--- src/rtl/switch_egress_port.sv ---
// switch_egress_port
// Egress side of one port of the 4-port switch. Packets forwarded by the
// crossbar mux are filtered against this port's identity, buffered in a
// small circular FIFO and presented on a registered valid/ready interface.
//
// Ports:
//   clk, rst_n   - rising-edge clock, asynchronous active-low reset
//   valid_in     - crossbar presents a packet this cycle
//   pkt_in       - {data[15:8], target[7:4], source[3:0]}
//   in_ready     - FIFO not full; the arbiter must not grant while low
//   valid_out    - output register holds a packet
//   source_out, target_out, data_out - fields of the held packet
//   ready_out    - downstream takes the held packet this cycle
//   drop_cnt     - saturating count of discarded packets
//   fifo_count   - current FIFO occupancy
module switch_egress_port #(
  parameter logic [3:0] PORT_MASK = 4'b0001,
  parameter int         DEPTH     = 4
) (
  input  logic                     clk,
  input  logic                     rst_n,
  input  logic                     valid_in,
  input  logic [15:0]              pkt_in,
  output logic                     in_ready,
  output logic                     valid_out,
  output logic [3:0]               source_out,
  output logic [3:0]               target_out,
  output logic [7:0]               data_out,
  input  logic                     ready_out,
  output logic [7:0]               drop_cnt,
  output logic [$clog2(DEPTH):0]   fifo_count
);

  localparam int AW = $clog2(DEPTH);
  localparam int CW = AW + 1;

  typedef enum logic {IDLE, SEND} state_t;

  state_t        state, next_state;
  logic [15:0]   mem [DEPTH];
  logic [AW-1:0] wr_ptr, rd_ptr;
  logic          fifo_full, fifo_empty;
  logic          target_hit, push, pop, drop;

  assign fifo_full  = (fifo_count == CW'(DEPTH));
  assign fifo_empty = (fifo_count == '0);
  assign in_ready   = !fifo_full;

  // A zero target never matches any mask bit, so it always falls into the drop path.
  assign target_hit = |(pkt_in[7:4] & PORT_MASK);
  assign push       = valid_in && in_ready && target_hit;
  assign drop       = valid_in && !(in_ready && target_hit);

  // Next-state logic; a pop is only requested when the FIFO holds data.
  always_comb begin
    next_state = state;
    pop        = 1'b0;
    case (state)
      IDLE: begin
        if (!fifo_empty) begin
          pop        = 1'b1;
          next_state = SEND;
        end
      end
      SEND: begin
        if (ready_out) begin
          if (!fifo_empty) begin
            pop = 1'b1;
          end else begin
            next_state = IDLE;
          end
        end
      end
      default: next_state = IDLE;
    endcase
  end

  always_ff @(posedge clk or negedge rst_n) begin
    if (!rst_n) begin
      state <= IDLE;
    end else begin
      state <= next_state;
    end
  end

  // Storage needs no reset: the pointers and count define which entries are live.
  always_ff @(posedge clk) begin
    if (push) begin
      mem[wr_ptr] <= pkt_in;
    end
  end

  // Pointers wrap naturally because DEPTH is a power of two.
  always_ff @(posedge clk or negedge rst_n) begin
    if (!rst_n) begin
      wr_ptr     <= '0;
      rd_ptr     <= '0;
      fifo_count <= '0;
    end else begin
      if (push) wr_ptr <= wr_ptr + AW'(1);
      if (pop)  rd_ptr <= rd_ptr + AW'(1);
      case ({push, pop})
        2'b10:   fifo_count <= fifo_count + CW'(1);
        2'b01:   fifo_count <= fifo_count - CW'(1);
        default: fifo_count <= fifo_count;
      endcase
    end
  end

  // valid_out mirrors the registered FSM state; fields only change on a pop.
  always_ff @(posedge clk or negedge rst_n) begin
    if (!rst_n) begin
      valid_out  <= 1'b0;
      source_out <= '0;
      target_out <= '0;
      data_out   <= '0;
    end else begin
      valid_out <= (next_state == SEND);
      if (pop) begin
        data_out   <= mem[rd_ptr][15:8];
        target_out <= mem[rd_ptr][7:4];
        source_out <= mem[rd_ptr][3:0];
      end
    end
  end

  always_ff @(posedge clk or negedge rst_n) begin
    if (!rst_n) begin
      drop_cnt <= '0;
    end else if (drop && (drop_cnt != 8'hFF)) begin
      drop_cnt <= drop_cnt + 8'd1;
    end
  end

endmodule

--- config.mk ---
export PLATFORM = sky130hd
export DESIGN_NAME = switch_egress_port
export DESIGN_NICKNAME = d
export VERILOG_FILES = /design/src/rtl/switch_egress_port.sv
export SDC_FILE = /design/constraint.sdc
export NUM_CORES = 1
export LEC_CHECK = 0
export BUFFER_PORTS_ARGS = -buffer_cell sky130_fd_sc_hd__buf_2
export CAP_MARGIN = 25
export CORE_MARGIN = 8
export CORE_UTILIZATION = 46
export DETAILED_ROUTE_END_ITERATION = 7
export PLACE_DENSITY = 0.66
export SYNTH_ARGS = -nofsm -noshare
export SYNTH_HDL_FRONTEND = slang
export SYNTH_SLANG_ARGS = --single-unit
--- constraint.sdc ---
create_clock -name clk -period 3.7 [get_ports clk]
set_input_delay 0.74 -clock clk [delete_from_list [all_inputs] [get_ports clk]]
set_output_delay 0.74 -clock clk [all_outputs]
set_load 0.005 [all_outputs]
==> impl_results.md, run 1 <==
- Total wire length: 6520 um
- Worst-path cell chain: nor2_1 -> nand2_1 -> and3_1 -> inv_1 -> ha_1 -> inv_1 -> fa_1 -> xor2_1 -> nor2_1 -> xor2_1
- Layout Utilization: 53.9%
- Ys Warns: 0
- Syn avg cell area: 19.5 sq um
- First-pass GRT wire length: 10500 um
- Mapped cell area: 3840 sq um
- Unrepaired setup endpoints after global routing: no
- Detailed-router iteration count before antenna repair: 4
- Row count: 33
- Outcome: complete, no violations
- Worst-path clk slew: 90 ps
- Core area: 8180 sq um
- Layout cell share with drive strength beyond 1: 37.0%
- IO buf count: 48
- Slew @ Worst Pin: 893 ps
- Max Clk Rate: 455 MHz
- Final net count: 279
- Vias per inst: 5.06
- Cts hold-fix bufs: 0
- Vias in the first global route: 1975
- Setup Fix Bufs, Post-CTS: 0
- Synth cell types: 31
- Synth top area cells: edfxtp_1, dfrtp_1, mux4_1
- Worst slew margin: 40.5%
- Placer Congestion: 0.698
- Clock Path Buffers: 2
- Vias: 1832
- DR WL/cell: 18.0 um
- Final setup vio count: 0
- CTS Sinks: 96
- ANT cells: 0
- Fillcell total: 670
- Fin. max-slew vios: 0
- Post-synth top area share: 50.0%
- Critical path arrival: 2480 ps
- Post-CTS sizing: 0
- Synth Register Bits: 96
- Sequential share of the synthesized area: 70.9%
- Final period util: 59.5%
- DR DRC count: 0
- H-Tree Depth: 3
- Top-count cell post-synth: edfxtp_1
- Proportion of synthesized flip-flops having asynchronous set or reset: 33.3%
- CP Class: flip-flop to flip-flop
- Initial Utilization: 47.0%
- Hold crit path type: primary input to async pin
- Area leader, netlist: edfxtp_1
- CTS Buf Count: 9
- Syn Inst Count: 197
- Worst Clk Skew: 11.8 ps
- Dpl ws: 1170 ps
- CTS tree: built
- Layout Cells excl Fill: 362
- Ys flop type: edfxtp_1
- Die footprint: 11500 sq um
- Hold slack: 440 ps
- CP max FO: 7
- Max incr delay on CP: 450 ps
- Multi-input combinational cell area: 1040 sq um
- I/O pin count: 49
- Power density cells: 748 nW/um^2
- CTS Root Cell: clkbuf_8
- ANT nets after route: 0
- Slowest stage cell, crit path: dfrtp_1
- Leak: 1.71 nW
- Clk_lat worst skew: 350 ps
- Number of enable flip-flop cells after synthesis: 64
- Reg area: 2720 sq um
- Final min period: 2200 ps
- Setup TNS Final: 0 ps
- Worst setup margin: 1500 ps
- Grt ovf: 0
- CP required: 3980 ps
- Layout Area Growth over Synthesis: 14.8%
- Crit start category: flip-flop
- Max cap viols: 0
- Detail Placement HPWL: 4040 um
- Chip Height: 107 um
- Syn Nets: 224
- Total GRT Usage: 12.0%
- Peak supply drop: 0.000303 V
- Die Wd: 107 um
- Worst setup EP type: flip-flop
- Initial antenna violation count: 0
- Final hold vios: 0
- Top cells by count, synth: edfxtp_1, dfrtp_1, mux2_2
- Post-Place Cells: 345
- DR iter-0 viols: 42
- Largest net degree at the start of global routing: 33
-- critical path, delay by kind of cell (launching register included) --
family                   cells  cell delay [ps]
buffers and inverters        2              150
XOR/XNOR                     2              320
adder cells (fa/ha/maj)      2              560
flip-flops                   1              450
AND/OR/NAND/NOR              4              660
-- flip-flops by register name, indices dropped and copies added, names as in the netlist --
register,cells
wr_ptr,2
target_out,4
rd_ptr,2
source_out,4
fifo_count,3
mem,64
data_out,8
drop_cnt,8
valid_out,1
-- path summary, 6_finish.rpt --
kind	slack (ps)	start	depth (start not counted)	endpoint
hold reg to reg	510	source_out[2]$_DFFE_PN0P_	1	source_out[2]$_DFFE_PN0P_
setup / recovery	1500	fifo_count[0]$_DFFE_PN0P_	10	fifo_count[2]$_DFFE_PN0P_
min in group clk	510	source_out[2]$_DFFE_PN0P_	1	source_out[2]$_DFFE_PN0P_
setup reg to reg	1500	fifo_count[0]$_DFFE_PN0P_	10	fifo_count[2]$_DFFE_PN0P_
hold / removal	440	rst_n	1	drop_cnt[3]$_DFFE_PN0P_
max in group asynchronous	2780	rst_n	1	target_out[1]$_DFFE_PN0P_
-- cell usage in the layout (no fill, tap or decap), types with 2 or more instances in the layout --
cell / instances
edfxtp_1: 64
buf_2: 48
dfrtp_1: 32
mux2_2: 12
clkbuf_8: 9
inv_1: 8
xor2_1: 8
mux4_2: 8
mux2_4: 8
mux4_1: 8
ha_1: 6
nor2_1: 5
and2_1: 5
nand2_1: 4
nor3_1: 4
nand3_1: 3
nand4_1: 3
xnor2_1: 3
clkinvlp_4: 3
bufinv_16: 2
clkbuf_1: 2
-- stage by stage --
| stage | instance area [sq um] | power [mW] |
|---|---|---|
| 5_1_grt | 4410 | 3.50 |
| 3_5_place_dp | 4170 | 2.57 |
| 3_3_place_gp | 4170 | 2.54 |
| 4_1_cts | 4380 | 3.30 |
| 2_1_floorplan | 3840 | 2.27 |
| 6_report | 4410 | 3.30 |
-- report_power, final --
group	switching, mW	leakage (nW)	internal [mW]
sequential	0.217	0.958	1.40
clock	0.358	0.0958	0.381
combinational	0.379	0.658	0.560
total	0.954	1.71	2.35
-- logic make-up after synthesis --
family / Yosys count / share of synthesized area [%]
mux: 37 / 17.1
compound gates: 3 / 0.879
xor+xnor: 11 / 2.51
simple gates: 29 / 4.04
fa+ha+maj: 7 / 2.48
flops: 96 / 70.9
buf+inv: 14 / 2.15
-- layer usage --
metal	GRT usage, %	up-vias	share of wire (%)
li1	-	864	-
met1	15.3	927	47
met2	18.8	35	47
met3	3.95	6	5.0
met4	4.16	0	1.2
met5	0	-	0
-- cell type report --
| class | count | area share, % |
|---|---|---|
| clock buffers | 11 | 2.98 |
| clock inverters | 5 | 1.87 |
| repair buffers | 50 | 6.24 |
| inverters | 8 | 0.681 |
| flip-flops and latches | 96 | 61.7 |
| multi-input cells | 87 | 23.5 |
| well taps | 105 | 2.98 |
No activity file was read; power rests on OpenSTA's default activity.
==> run 2, diff against run 1 <==
clock period = 2.2 ns   (was 3.7 ns; I/O delays follow)
==> run 2 against run 1 <==
Clock power is 68% higher. Combinational power is 75% higher. Setup slack worse by 1300 ps. Sequential share of layout area is 0.22 points lower. Clock skew is 1.2 ps lower. Non-clock buffer count is 4 higher. Fmax is 9.0% higher. Global-route usage is 0.41 points lower.
==> impl_results.md, run 2 (synthesis gave the netlist of run 1 again) <==
- Outcome: complete, no violations
- CP Class: flip-flop to flip-flop
- Die Wd: 107 um
- Power density cells: 1250 nW/um^2
- ANT nets after route: 0
- Max cap viols: 0
- CP max FO: 4
- CP bufs+invs: 2
- Total wire length: 6290 um
- Initial Utilization: 47.0%
- Max FFs per register: 64
- Final hold vios: 0
- Worst Clk Skew: 10.6 ps
- DR WL/cell: 17.2 um
- CTS tree: built
- ANT cells: 0
- Crit path max-delay family: simple AND/OR/NAND/NOR gates
- Worst-path cell chain: nor2_2 -> nand2_1 -> and3_1 -> inv_1 -> ha_1 -> inv_1 -> fa_1 -> xor2_1 -> nor2_1 -> xor2_1
- CTS Sinks: 96
- DR DRC count: 0
- Setup TNS Final: 0 ps
- FF-to-FF Start: fifo_count[1]$_DFFE_PN0P_
- First-pass GRT wire length: 10000 um
- Fin. max-slew vios: 0
- CTS Buf Count: 9
- Initial antenna violation count: 0
- Grt ovf: 0
- Layout cell share with drive strength beyond 1: 39.1%
- CTS Root Cell: clkbuf_8
- Final net count: 283
- Commonest non-fill, non-tap cell in the layout: edfxtp_1
- Placer Congestion: 0.757
- R2R setup slack: 180 ps
- Core area: 8180 sq um
- Layout Cells excl Fill: 366
- Leak: 1.73 nW
- Unrepaired setup endpoints after global routing: no
- Total GRT Usage: 11.6%
- IO buf count: 48
- CP required: 2480 ps
- DR iter-0 viols: 48
- Post-Place Cells: 350
- Worst r2r dst: fifo_count[2]$_DFFE_PN0P_
- Slowest stage cell, crit path: dfrtp_1
- Detail Placement HPWL: 4090 um
- Commonest non-fill, non-tap cells in the layout: edfxtp_1, buf_2, dfrtp_1, mux2_2, clkbuf_8
- Row count: 33
- Chip Height: 107 um
- Worst r2r path cells: 10
- Post-CTS sizing: 0
- Vias per inst: 5.04
- Cts hold-fix bufs: 0
- I/O pin count: 49
- Setup Fix Bufs, Post-CTS: 0
- Clk_lat worst skew: 360 ps
- Peak supply drop: 0.000590 V
- Vias in the first global route: 1967
- Final min period: 2020 ps
- Hold crit path type: primary input to async pin
- Layout Area Growth over Synthesis: 15.2%
- H-Tree Depth: 3
- Die footprint: 11500 sq um
- Slew @ Worst Pin: 903 ps
- Comb pwr share: 29.5%
- Max Clk Rate: 495 MHz
- Most flops, register: mem
- NetSw: 1.59 mW
- Clock Path Buffers: 2
- Switching share of power: 28.7%
- Crit start category: flip-flop
- Worst slew margin: 39.8%
- Largest net degree at the start of global routing: 33
- Detailed-router iteration count before antenna repair: 4
- Worst-path clk slew: 90 ps
- Max incr delay on CP: 420 ps
- Clock power share: 22.4%
- Final setup vio count: 0
- Largest regs: mem: 64 flops, data_out: 8 flops, drop_cnt: 8 flops
- Vias: 1845
- Worst setup EP type: flip-flop
- Final period util: 91.8%
- Critical path arrival: 2300 ps
- Seq pwr share: 48.0%
- P_int: 3.95 mW
-- run 2: worst max-delay path by stage --
stage | from | end | cells after the start
floorplan | fifo_count[0]$_DFFE_PN0P_ | fifo_count[2]$_DFFE_PN0P_ | 11
global placement | pkt_in[4] | mem[0][11]$_DFFE_PP_ | 4
detailed placement | fifo_count[0]$_DFFE_PN0P_ | fifo_count[2]$_DFFE_PN0P_ | 10
CTS | fifo_count[0]$_DFFE_PN0P_ | fifo_count[2]$_DFFE_PN0P_ | 10
global route | fifo_count[0]$_DFFE_PN0P_ | fifo_count[2]$_DFFE_PN0P_ | 10
finish | fifo_count[1]$_DFFE_PN0P_ | fifo_count[2]$_DFFE_PN0P_ | 10
-- run 2: metal layers --
metal | routed length [um] | global-route usage [%]
met5 | 0 | 0
met4 | 109 | 5.05
met3 | 313 | 3.53
met2 | 2980 | 18.1
met1 | 2890 | 14.6
-- run 2: per-stage QoR --
step	utilization [%]	setup WS (ps)	power (mW)	cell area, sq um	hold slack [ps]
3_5_place_dp	51.4	124	4.39	4210	495
2_1_floorplan	-	105	3.82	3840	144
3_3_place_gp	51.4	193	4.34	4210	489
6_report	54.1	181	5.54	4430	157
5_1_grt	54.1	2.43	5.89	4430	210
4_1_cts	54.1	106	5.64	4420	186
-- run 2: layout make-up --
type / count / area [sq um]
flip-flops and latches: 96 / 2720
inverters: 8 / 30.0
fillers: 670 / 3750
repair buffers: 54 / 285
well taps: 105 / 131
clock inverters: 6 / 90.1
multi-input cells: 87 / 1040
clock buffers: 10 / 128
-- run 2: power groups by stage --
| stage | Clock (mW) | Combinational, mW | Sequential, mW |
|---|---|---|---|
| 2_1_floorplan | 0 | 1.17 | 2.64 |
| 3_3_place_gp | 0 | 1.65 | 2.69 |
| 3_5_place_dp | 0 | 1.68 | 2.70 |
| 4_1_cts | 1.28 | 1.69 | 2.67 |
| 5_1_grt | 1.35 | 1.82 | 2.72 |
| 6_report | 1.24 | 1.64 | 2.66 |
